`src/rtl/mem_access_unit_pkg.sv`:
```
// Shared encodings for the MEM-stage load/store sequencer: access sizes,
// read/write direction and the sequencer state.
package mem_access_unit_pkg;

    localparam logic [1:0] SZ_BYTE = 2'b00;
    localparam logic [1:0] SZ_HALF = 2'b01;
    localparam logic [1:0] SZ_WORD = 2'b10;
    localparam logic [1:0] SZ_BAD  = 2'b11;

    localparam logic RW_LOAD  = 1'b0;
    localparam logic RW_STORE = 1'b1;

    typedef enum logic [1:0] {
        ST_IDLE   = 2'd0,
        ST_ACCESS = 2'd1,
        ST_RESP   = 2'd2
    } state_t;

endpackage

```
`src/rtl/mem_access_unit_load_extend.sv`:
```
// Zero/sign extension of right-justified memory read data to 32 bits.
module mem_access_unit_load_extend
    import mem_access_unit_pkg::*;
(
    input  logic [31:0] data,
    input  logic [1:0]  size,
    input  logic        sgn,
    output logic [31:0] ext
);

    always_comb begin
        ext = data;
        case (size)
            SZ_BYTE: ext = sgn ? {{24{data[7]}}, data[7:0]} : {24'b0, data[7:0]};
            SZ_HALF: ext = sgn ? {{16{data[15]}}, data[15:0]} : {16'b0, data[15:0]};
            default: ext = data;
        endcase
    end

endmodule

```
`src/rtl/mem_access_unit.sv`:
```
// MEM-stage load/store sequencer: accepts a request, checks alignment, drives
// the memory for ACCESS_CYCLES cycles and returns an extended response.
module mem_access_unit
    import mem_access_unit_pkg::*;
#(
    parameter int ACCESS_CYCLES = 1
) (
    input  logic        clk,
    input  logic        reset,
    input  logic        req_valid,
    output logic        req_ready,
    input  logic        req_rw,
    input  logic [1:0]  req_size,
    input  logic [7:0]  req_addr,
    input  logic [31:0] req_wdata,
    input  logic        req_signed,
    output logic        rsp_valid,
    input  logic        rsp_ready,
    output logic [31:0] rsp_rdata,
    output logic        rsp_err,
    output logic [7:0]  mem_a,
    output logic [31:0] mem_di,
    input  logic [31:0] mem_do,
    output logic [1:0]  mem_size,
    output logic        mem_rw,
    output logic        mem_e,
    output state_t      fsm_state
);

    // Handshakes: a transfer happens on a rising edge where valid and ready
    // are both high; the initiator holds its payload stable until then.

    localparam int CW = (ACCESS_CYCLES > 1) ? $clog2(ACCESS_CYCLES) : 1;
    localparam logic [CW-1:0] LAST = CW'(ACCESS_CYCLES - 1);

    state_t        state, state_next;
    logic [CW-1:0] cnt;
    logic          lat_rw;
    logic [1:0]    lat_size;
    logic [7:0]    lat_addr;
    logic [31:0]   lat_wdata;
    logic          lat_signed;
    logic          req_err;
    logic          last_cycle;
    logic [31:0]   ext_data;

    assign req_err = (req_size == SZ_BAD) ||
                     (req_size == SZ_HALF && req_addr[0]) ||
                     (req_size == SZ_WORD && req_addr[1:0] != 2'b00);

    assign last_cycle = (cnt == LAST);

    mem_access_unit_load_extend u_load_extend (
        .data (mem_do),
        .size (lat_size),
        .sgn  (lat_signed),
        .ext  (ext_data)
    );

    always_ff @(posedge clk or posedge reset) begin
        if (reset) begin
            state      <= ST_IDLE;
            cnt        <= '0;
            lat_rw     <= 1'b0;
            lat_size   <= 2'b00;
            lat_addr   <= 8'h00;
            lat_wdata  <= 32'h0;
            lat_signed <= 1'b0;
            rsp_rdata  <= 32'h0;
            rsp_err    <= 1'b0;
        end else begin
            state <= state_next;
            case (state)
                ST_IDLE: begin
                    if (req_valid) begin
                        lat_rw     <= req_rw;
                        lat_size   <= req_size;
                        lat_addr   <= req_addr;
                        lat_wdata  <= req_wdata;
                        lat_signed <= req_signed;
                        cnt        <= '0;
                        if (req_err) begin
                            rsp_err   <= 1'b1;
                            rsp_rdata <= 32'h0;
                        end
                    end
                end
                ST_ACCESS: begin
                    cnt <= cnt + 1'b1;
                    if (last_cycle) begin
                        rsp_rdata <= (lat_rw == RW_STORE) ? 32'h0 : ext_data;
                        rsp_err   <= 1'b0;
                    end
                end
                default: ;
            endcase
        end
    end

    always_comb begin
        state_next = state;
        req_ready  = 1'b0;
        rsp_valid  = 1'b0;
        mem_rw     = 1'b0;
        mem_e      = 1'b0;
        case (state)
            ST_IDLE: begin
                req_ready = 1'b1;
                if (req_valid)
                    state_next = req_err ? ST_RESP : ST_ACCESS;
            end
            ST_ACCESS: begin
                mem_rw = lat_rw;
                // The write strobe fires only in the final access cycle so a
                // store lands exactly once however long the access is.
                mem_e  = lat_rw & last_cycle;
                if (last_cycle)
                    state_next = ST_RESP;
            end
            ST_RESP: begin
                rsp_valid = 1'b1;
                if (rsp_ready)
                    state_next = ST_IDLE;
            end
            default: state_next = ST_IDLE;
        endcase
    end

    assign mem_a     = lat_addr;
    assign mem_size  = lat_size;
    assign mem_di    = lat_wdata;
    assign fsm_state = state;

endmodule

```
`config.mk`:
```
export PLATFORM = sky130hd
export DESIGN_NAME = mem_access_unit
export DESIGN_NICKNAME = d
export VERILOG_FILES = /design/src/rtl/mem_access_unit_pkg.sv /design/src/rtl/mem_access_unit_load_extend.sv /design/src/rtl/mem_access_unit.sv
export SDC_FILE = /design/constraint.sdc
export NUM_CORES = 1
export LEC_CHECK = 0
export ABC_CLOCK_PERIOD_IN_PS = 2260
export BUFFER_PORTS_ARGS = -buffer_cell sky130_fd_sc_hd__buf_2
export CAP_MARGIN = 10
export CORE_MARGIN = 3
export CORE_UTILIZATION = 42
export DETAILED_ROUTE_END_ITERATION = 10
export PLACE_DENSITY_LB_ADDON = 0.25
export SLEW_MARGIN = 20
export SYNTH_ARGS = -nofsm -noshare
export SYNTH_HDL_FRONTEND = slang
export SYNTH_SLANG_ARGS = --single-unit
```
`constraint.sdc`:
```
create_clock -name clk -period 2.26 [get_ports clk]
set_clock_uncertainty 0.05 [all_clocks]
set_input_delay 0.339 -clock clk [delete_from_list [all_inputs] [get_ports clk]]
set_output_delay 0.339 -clock clk [all_outputs]
set_load 0.05 [all_outputs]
```
==> results.ini <==
[die]
ios=161
core_area_sq_um=7930
die_x_microns=97.7
rows=32
initial_core_util_pct=44.6
die_area_sq_um=9550
fp.dieH_microns=97.7

[job]
maxCapViolations=0

[synthesis]
syn_nets=349
synth-async-reset-ratio_pct=100
synth_edf_count=0
syn_inst=269
yosysWarnings=0
synth.distinct_cells=28
avgSynthCellArea_sq_um=13.1
synth_area_sq_um=3530
ys_seq_area_share_pct=56.6
synth_ff_type=dfrtp_1
ys_ff_latch=80

[placed_design]
hpwl_microns=6210
place_area_sq_um=4430
dpl.cell_count=521
pre_cts_slack_ps=352
gp_congestion=0.742
port_buffers=160

[clocking]
root_buffer=clkbuf_8
clkLatencyLatePin_ps=340
clkTransAtPathRegs_ps=80
cts_tree=done
cts_buffers=9
cts_buffer_depth=2
htreeDepth=3
cts_sinks=80

[sta]
slew_headroom_pct=64.7
hold_viol_final=0
fin_ws_ps=301
slew_viol_final=0
fmax_mhz=510
fin_setup_tns_ps=0
fin_crit_ps=1960
rsz0062_at_grt=false
post-route-period-util_pct=86.7
worst_pin_slew_ps=529
finalSetupViolCount=0
hold_slack_ps=147

[route]
wire_per_inst_microns=15.5
drtIter0Drc=56
dr_total_vias=2600
ant_nets=0
first_pass_iters=4
route.detailed.drc=0
routed_via_density=4.85
routed_wl_microns=8300

[power_and_ir_drop]
total_power_mw=7.04
vdd_drop_max_v=0.00116
p_leak_nw=2.51
power_density_nw_per_um2=1520

[global_route]
grt_max_degree=44
grt_pass1_vias=2785
grt_remaining_overflow=0
grt_pass1_wl_microns=13700
grt.total_usage_pct=17.9
antenna_found_initial=0

[finish]
num_antenna_cells=0
final_cell_area_sq_um=4630
syn2layout_area_growth_pct=31.0
finalNetCount=511
n_fill_cell=692
fin_cells=536
post-route-util_pct=58.4
drive_gt1_share_pct=58.1
multi_input_area_sq_um=1320
ff_latch_area_sq_um=2000

[setup_path]
critPathMaxFanout=10
required_ps=1870
worstSetupEndpointType=output port
arrival_ps=1570
start_kind=flip-flop
path_class=flip-flop to output port

[run_status]
status=finished, final reports clean

[hold_path]
min_path_type=input port to flip-flop

[final cells by class]
cell class                 count  area share (%)
inverter                      28            2.35
clock inverter                 3           0.946
tap                          102            2.76
sequential                    80            43.2
multi-input combinational    144            28.5
clock buffer                  11            3.05
timing repair buffer         168            19.2
[state kept, by name (all words and copies together) (netlist names)]
register and flops:
cnt 1, fsm_state 2, lat_rw 1, lat_signed 1
mem_a 8, mem_di 32, mem_size 2, rsp_err 1
rsp_rdata 32
[logic make-up (layout without fill, tap and decap cells)]
family | Yosys count | after routing | synth area share [%]
flops | 80 | 80 | 56.6
buf+inv | 45 | 210 | 6.37
compound gates | 43 | 43 | 6.87
mux | 77 | 77 | 26.5
simple gates | 24 | 24 | 3.65
[path summary, 6_finish.rpt]
check,end,depth (start not counted),startpoint,slack (ps)
worst min-delay path,fsm_state[1],2,rsp_ready,150
worst max-delay path,mem_e,3,fsm_state[0],300
max in group asynchronous,fsm_state[1],4,reset,1170
worst max register to register,rsp_rdata[18],4,fsm_state[0],370
worst min register to register,mem_di[15],1,mem_di[15],440
min in group asynchronous,mem_di[21],4,reset,540
[placed cells by master, fill, tap and decap left out, types with 2 or more instances in the layout]
cell      instances
mux2_1            5
nor2_1            3
mux2_2           43
buf_2           160
clkbuf_8         10
dfrtp_1          80
mux2i_1           8
o21ai_0          13
a21oi_1          25
mux2_4           21
inv_1            27
buf_4             5
nand2b_1          2
buf_12            2
nand2_1          10
[report_power, final]
| group | total [mW] | internal, mW | switching (mW) |
|---|---|---|---|
| Sequential | 2.30 | 1.95 | 0.347 |
| Clock | 1.01 | 0.530 | 0.484 |
| Combinational | 3.73 | 1.08 | 2.66 |
| Total | 7.04 | 3.56 | 3.49 |
[worst max-delay path, cell delays in order, from the launching register on]
cell and delay, ps:
dfrtp_1 560, nor2b_1 240, and3_1 170, buf_2 260
[metal layers]
layer / vias up / GRT usage, % / wire [microns]
met3: 6 / 5.79 / 646
met5: - / 0 / 0
met2: 100 / 29.7 / 4080
met4: 0 / 6.18 / 89
met1: 1264 / 22.2 / 3480
li1: 1230 / - / -
[synth_stat cells, types with 2 or more instances]
cell,number,area [sq um]
buf_2,3,15.0
nand2b_1,2,12.5
buf_4,4,30.0
mux2i_1,8,80.1
mux2_1,5,56.3
nor2_1,4,15.0
o21ai_0,13,65.1
inv_1,28,105
clkbuf_1,4,15.0
nand2_1,10,37.5
dfrtp_1,80,2000
and2_1,2,12.5
buf_6,5,56.3
a21oi_1,25,125
mux2_4,21,315
mux2_2,43,484
[what timing repair did]
item,4_1_cts,5_1_grt
endpoints found under the hold margin,8,0
hold buffers,1,0
resized for setup,0,0
setup buffers,0,0
Power figures use the tool's default switching activity.
